## src/rtl/buffer_512_64_pkg.sv

```systemverilog
// Shared widths and word types for the 512-to-64 width-converting FIFO.
package buffer_512_64_pkg;

  localparam int unsigned IN_W      = 512;
  localparam int unsigned OUT_W     = 64;
  localparam int unsigned LANES     = IN_W / OUT_W;
  localparam int unsigned LANE_BITS = $clog2(LANES);

  typedef logic [IN_W-1:0]  t_in_word;
  typedef logic [OUT_W-1:0] t_out_word;

endpackage

```

## src/rtl/buffer_512_64_conv.sv

```systemverilog
// Width-converting FIFO: 512-bit entries in, 64-bit lanes out, lowest lane first.
// The read port is first-word-fall-through.
module buffer_512_64_conv
  import buffer_512_64_pkg::*;
#(
  parameter int unsigned DEPTH = 4
) (
  input  logic             clk,
  input  logic             rst,
  input  logic             clr,
  input  logic [IN_W-1:0]  data_in,
  input  logic             wr_enable,
  output logic [OUT_W-1:0] data_out,
  input  logic             rd_enable,
  output logic             full,
  output logic             empty,
  output logic             full_n
);

  localparam int unsigned NLANES = DEPTH * LANES;
  localparam int unsigned EW     = $clog2(DEPTH);
  localparam int unsigned LW     = $clog2(NLANES);
  localparam int unsigned CW     = LW + 1;

  logic [EW-1:0] r_wr_ptr;
  logic [LW-1:0] r_rd_ptr;
  logic [CW-1:0] r_count;
  t_out_word     r_mem [NLANES];

  logic w_wr_ok;
  logic w_rd_ok;
  logic w_full;
  logic w_empty;

  assign w_empty = (r_count == '0);
  assign w_full  = (r_count > CW'(NLANES - LANES));
  assign w_wr_ok = wr_enable && !w_full;
  assign w_rd_ok = rd_enable && !w_empty;

  always_ff @(posedge clk or posedge rst) begin
    if (rst) begin
      r_wr_ptr <= '0;
      r_rd_ptr <= '0;
      r_count  <= '0;
    end else if (clr) begin
      r_wr_ptr <= '0;
      r_rd_ptr <= '0;
      r_count  <= '0;
    end else begin
      if (w_wr_ok) r_wr_ptr <= r_wr_ptr + EW'(1);
      if (w_rd_ok) r_rd_ptr <= r_rd_ptr + LW'(1);
      r_count <= r_count + (w_wr_ok ? CW'(LANES) : '0) - CW'(w_rd_ok);
    end
  end

  // Lane index is {entry, lane}, so the FWFT read pointer walks lanes 0..7 of each entry.
  always_ff @(posedge clk) begin
    if (w_wr_ok && !clr && !rst) begin
      for (int unsigned k = 0; k < LANES; k++) begin
        r_mem[{r_wr_ptr, LANE_BITS'(k)}] <= data_in[k*OUT_W +: OUT_W];
      end
    end
  end

  assign data_out = w_empty ? '0 : r_mem[r_rd_ptr];
  assign full     = w_full;
  assign full_n   = !w_full;
  assign empty    = w_empty;

endmodule

```

## config.mk

```make
export PLATFORM = sky130hd
export DESIGN_NAME = buffer_512_64_conv
export DESIGN_NICKNAME = d
export VERILOG_FILES = /design/src/rtl/buffer_512_64_pkg.sv /design/src/rtl/buffer_512_64_conv.sv
export SDC_FILE = /design/constraint.sdc
export NUM_CORES = 2
export LEC_CHECK = 0
export ABC_AREA = 1
export BUFFER_PORTS_ARGS = -buffer_cell sky130_fd_sc_hd__buf_2
export CORE_AREA = 2 2 465 467
export DETAILED_ROUTE_END_ITERATION = 6
export DIE_AREA = 0 0 467 469
export SLEW_MARGIN = 10
export SYNTH_ARGS = -nofsm -noshare
export SYNTH_HDL_FRONTEND = slang
export SYNTH_SLANG_ARGS = --single-unit
export TNS_END_PERCENT = 30
```

## constraint.sdc

```tcl
create_clock -name clk -period 22.6 [get_ports clk]
set_input_delay 1.13 -clock clk [delete_from_list [all_inputs] [get_ports clk]]
set_output_delay 1.13 -clock clk [all_outputs]
set_load 0.03 [all_outputs]
```

# [Word level (Yosys, flattened, before mapping)]
# Memories as Yosys holds them, arrays and structs flattened.
# Index checks and enable logic that the tools add are counted.
[word_totals] register_bits=13 latch_bits=0 ram_bits=2048 mem_bits_ro=0 inputBits=517 output_inout_bits=67 elab_cells=29 mem_count=1
[mem_list] name="r_mem" depth=32 width=64 rd=1 rd_clocked_by_memory_dff=0 write_ports=8 line_no="buffer_512_64_conv.sv:28" text="t_out_word r_mem [NLANES];"
[op_classes] add_sub_neg=4 n_mul=0 n_div=0 n_lt_le_gt_ge=1 n_eq_ne=0 shift=0 n_mux=9 bitwise_logic=0 reduce_logical=11
[ops] cell="64-bit two-way mux" n=1
[ops] cell="5-bit two-way mux" n=2
[ops] cell="6-bit by 4-bit adder with 6-bit output" n=1
[ops] cell="6-bit by 5-bit > comparator with 1-bit output (second input constant)" n=1
[ops] cell="6-bit logical NOT" n=1
[ops] cell="6-bit two-way mux" n=1
[ops] cell="6-bit by 1-bit subtractor with 6-bit output" n=1
[ops] cell="5-bit by 1-bit adder with 5-bit output (second input constant)" n=1
[ops] cell="1-bit logical AND" n=4
[ops] cell="1-bit logical NOT" n=4
[ops] cell="2-bit two-way mux" n=2
[ops] cell="4-bit two-way mux" n=1
[ops] cell="2-bit nonzero test" n=2
[ops] cell="2-bit by 1-bit adder with 2-bit output (second input constant)" n=1
[ops] cell="1-bit two-way mux" n=2

# [Logic depth before layout (Yosys ltp)]
[depth] depth_word=7 depth_mapped=15 mapped_depth_nobuf=14

# [Worst setup path before layout]
# OpenSTA, ideal clock, no wires.
[synth_path] path_kind="register -> register" startpoint="register r_count[4]" endpoint="memory r_mem[0][0] in the netlist's numbering (enable)" setup_ns=1.402 arrival_time_ns=23.135 required_ns=21.198 setup_slack_ns=-1.937 path_stages_with_launch=9 n_path_buf=0 period_less_slack_ns=24.537 path_cell_list="dfrtp_1 > ha_1 > nand2_1 > inv_1 > o21ai_0 > nand2_1 > nor2_1 > nand2_1 > nor2_1"
[synth_lines] item="start: declaration" line_no="buffer_512_64_conv.sv:27" text="logic [CW-1:0] r_count;"
[synth_lines] item="start signal: assignment" line_no="buffer_512_64_conv.sv:52" text="r_count <= r_count + (w_wr_ok ? CW'(LANES) : '0) - CW'(w_rd_ok);"
[synth_lines] item="end: declaration" line_no="buffer_512_64_conv.sv:28"

# [Final worst setup path]
[layout_path] startpoint="register r_rd_ptr[0]" endpoint="output data_out[29]"
[layout_via] elab_chain_len=2
[layout_rtl] item="start: declaration" line_no="buffer_512_64_conv.sv:26" text="logic [LW-1:0] r_rd_ptr;"
[layout_rtl] item="start signal: assignment" line_no="buffer_512_64_conv.sv:51" text="if (w_rd_ok) r_rd_ptr <= r_rd_ptr + LW'(1);"
[layout_rtl] item="memory read 32 x 64 bit"
[layout_rtl] item="64-bit two-way mux" line_no="buffer_512_64_conv.sv:65" text="assign data_out = w_empty ? '0 : r_mem[r_rd_ptr];"
[layout_rtl] item="end: declaration" line_no="buffer_512_64_conv.sv:13" text="output logic [OUT_W-1:0] data_out,"
# Every way passes these cells.

==> metrics.csv <==
metric,value,unit
timing.hold.ws,0.356,ns
die_h,469,um
fin_crit_sh,33.4,%
cts_setup_buffers,0,
async_flop_share,0.631,%
power,9.77,mW
rows,170,
antenna_found_initial,134,
synth_area_leaders,"edfxtp_1 (72%), nand2_1 (11%), nor2_1 (5.2%), nand3_1 (3.8%), o21ai_0 (2.1%)",
finalNonFillerCells,11189,
grt_pass1_vias,54558,
ys.flop_type,edfxtp_1,
finalHoldViolCount,0,
peakVddDrop,0.0000995,V
cts_buffers,210,
drtIter0Drc,5410,
worst_setup_path_start_kind,register,
postRouteAntennaNets,0,
synth_edf_count,2048,
cts_resized,0,
gp_congestion,0.831,
dp_hpwl,133000,um
tightest_slew,1.17,ns
multi_input_area,0.0198,mm^2
clock_latency,0.91,ns
via_per_inst,5.05,
path_clk_slew,0.06,ns
syn_area,0.0850,mm^2
via_count,56522,
rsz0062_at_grt,no,
cts.sinks,2061,
die_w,467,um
cts_buffer_depth,3,
nNetsFinal,8659,
fin_skew,0.0684,ns
final-setup-viol-count,0,
cts_tree,built,
synth-seq-cells,2061,
yosysWarnings,0,
routedWlPerCell,20.7,um
path_class,register to output port,
cp_max_fo,207,
status,"complete, no violations",
area_delta_synth_final,14.3,%
die-area,0.219,mm^2
start_util,39.8,%
layout-drive-gt1-share,11.7,%
fmaxAchievable,133,MHz
seq_area,0.0618,mm^2
grt_pass1_wl,344000,um
htreeDepth,4,
worstPathRequired,21.47,ns
cts_root_buf,clkbuf_16,
p_leak,37.5,nW
end_kind,output port,
port_buffers,583,
hp-class,input port to asynchronous set/reset pin,
fillers,19485,
syn_nets,8227,
overflow,0,
hold_buffers,0,
dr.pass1.iters,6,
core,0.214,mm^2
netlist_instances,7696,
period_minus_slack,7.54,ns
synth_top_area_share,72.3,%
ys_seq_area_share,72.7,%
power_density,101,mW/mm^2
synth_top_area_cell,edfxtp_1,
grt_usage,20.7,%
maxCapViolCount,0,
synth.avg_cell_area,11.0,um^2
dp.cells,10754,
drt_wl_total,232000,um
critPathArrivalTime,6.41,ns
slew_violations,0,
ys_types,22,
grt_max_degree,208,
ios,584,
drc,0,
slew_headroom,22.1,%
==> state kept, by name, indices dropped and copies added, names as in the netlist <==
register	count
r_mem	2048
r_wr_ptr	2
r_count	6
r_rd_ptr	5
==> through the flow <==
stage / cell area, um^2 / TNS (ns) / utilization [%] / setup slack, ns
2_1_floorplan: 85000 / -3966.48 / - / -1.94
3_3_place_gp: 90200 / 0 / 42.2 / 15.96
3_5_place_dp: 90200 / 0 / 42.2 / 15.98
4_1_cts: 97000 / 0 / 45.4 / 15.00
5_1_grt: 97100 / 0 / 45.4 / 14.60
6_report: 97200 / 0 / 45.5 / 15.06
==> cell type report <==
type | count | share of cell area (%)
antenna | 51 | 0.131
clock buffer | 258 | 5.61
clock inverter | 126 | 1.47
inverter | 348 | 1.38
multi-input combinational | 4854 | 20.4
sequential | 2061 | 63.6
tap | 2838 | 3.65
timing repair buffer | 653 | 3.71
==> routing by layer <==
layer | share of wire [%] | track usage [%] | wire length (um)
met3 | 8.0 | 5.71 | 18500
met1 | 42 | 26.9 | 96500
met2 | 47 | 33.7 | 110000
met5 | 0.35 | 0 | 810
met4 | 2.9 | 6.76 | 6620
==> logic make-up after synthesis <==
group | share of synthesized area (%)
AO/OA/AOI/OAI | 2.77
AND/OR/NAND/NOR | 20.3
buffers and inverters | 4.03
adder cells (fa/ha/maj) | 0.215
flip-flops | 72.7
==> critical path: stages, from the launching register on <==
cell and delay, ns:
dfrtp_4 0.71, buf_12 0.67, buf_12 0.48, buf_4 0.69, buf_4 0.71, buf_4 0.68, nor2_1 0.11, nor2_1 0.10
o21ai_0 0.11, nand2_1 0.10, nand2_1 0.05, nand3_1 0.10, nor2_1 0.05, nor2_1 0.25, buf_2 0.26
==> cells in the mapped netlist, types with 15 or more instances <==
master,n
buf_4,35
o211ai_1,15
nor2_1,1185
nand3_1,644
buf_6,19
nand2_1,2543
o21ai_1,29
clkbuf_1,174
buf_1,41
buf_2,162
a21oi_1,70
inv_1,345
o21ai_0,350
edfxtp_1,2048
==> power by group <==
part	switching [mW]	internal, mW	total (mW)	leakage [nW]
clock	1.50	1.94	3.43	3.32
sequential	0.0413	4.34	4.38	18.6
combinational	1.44	0.515	1.95	15.5
==> path summary, 6_finish.rpt <==
path / from / end / slack [ns] / cells past startpoint
worst max-delay path: r_rd_ptr[0] / data_out[29] / 15.06 / 14
worst min-delay path: rst / r_count[2] / 0.36 / 2
worst max register to register: r_count[4] / r_mem[22][32] / 16.91 / 11
worst min register to register: r_count[0] / r_count[0] / 0.62 / 3
max in group asynchronous: rst / r_rd_ptr[2] / 21.79 / 2
min in group clk: data_in[492] / r_mem[31][44] / 0.43 / 1
==> cell usage in the layout, fill, tap and decap left out, drive strengths merged, types with 70 or more instances in the layout <==
cell type,instances
nand3,644
buf,653
o21ai,379
inv,351
a21oi,70
clkinv,96
nand2,2543
edfxtp,2048
clkbuf,258
nor2,1185
(Power assumes the default switching activity.)
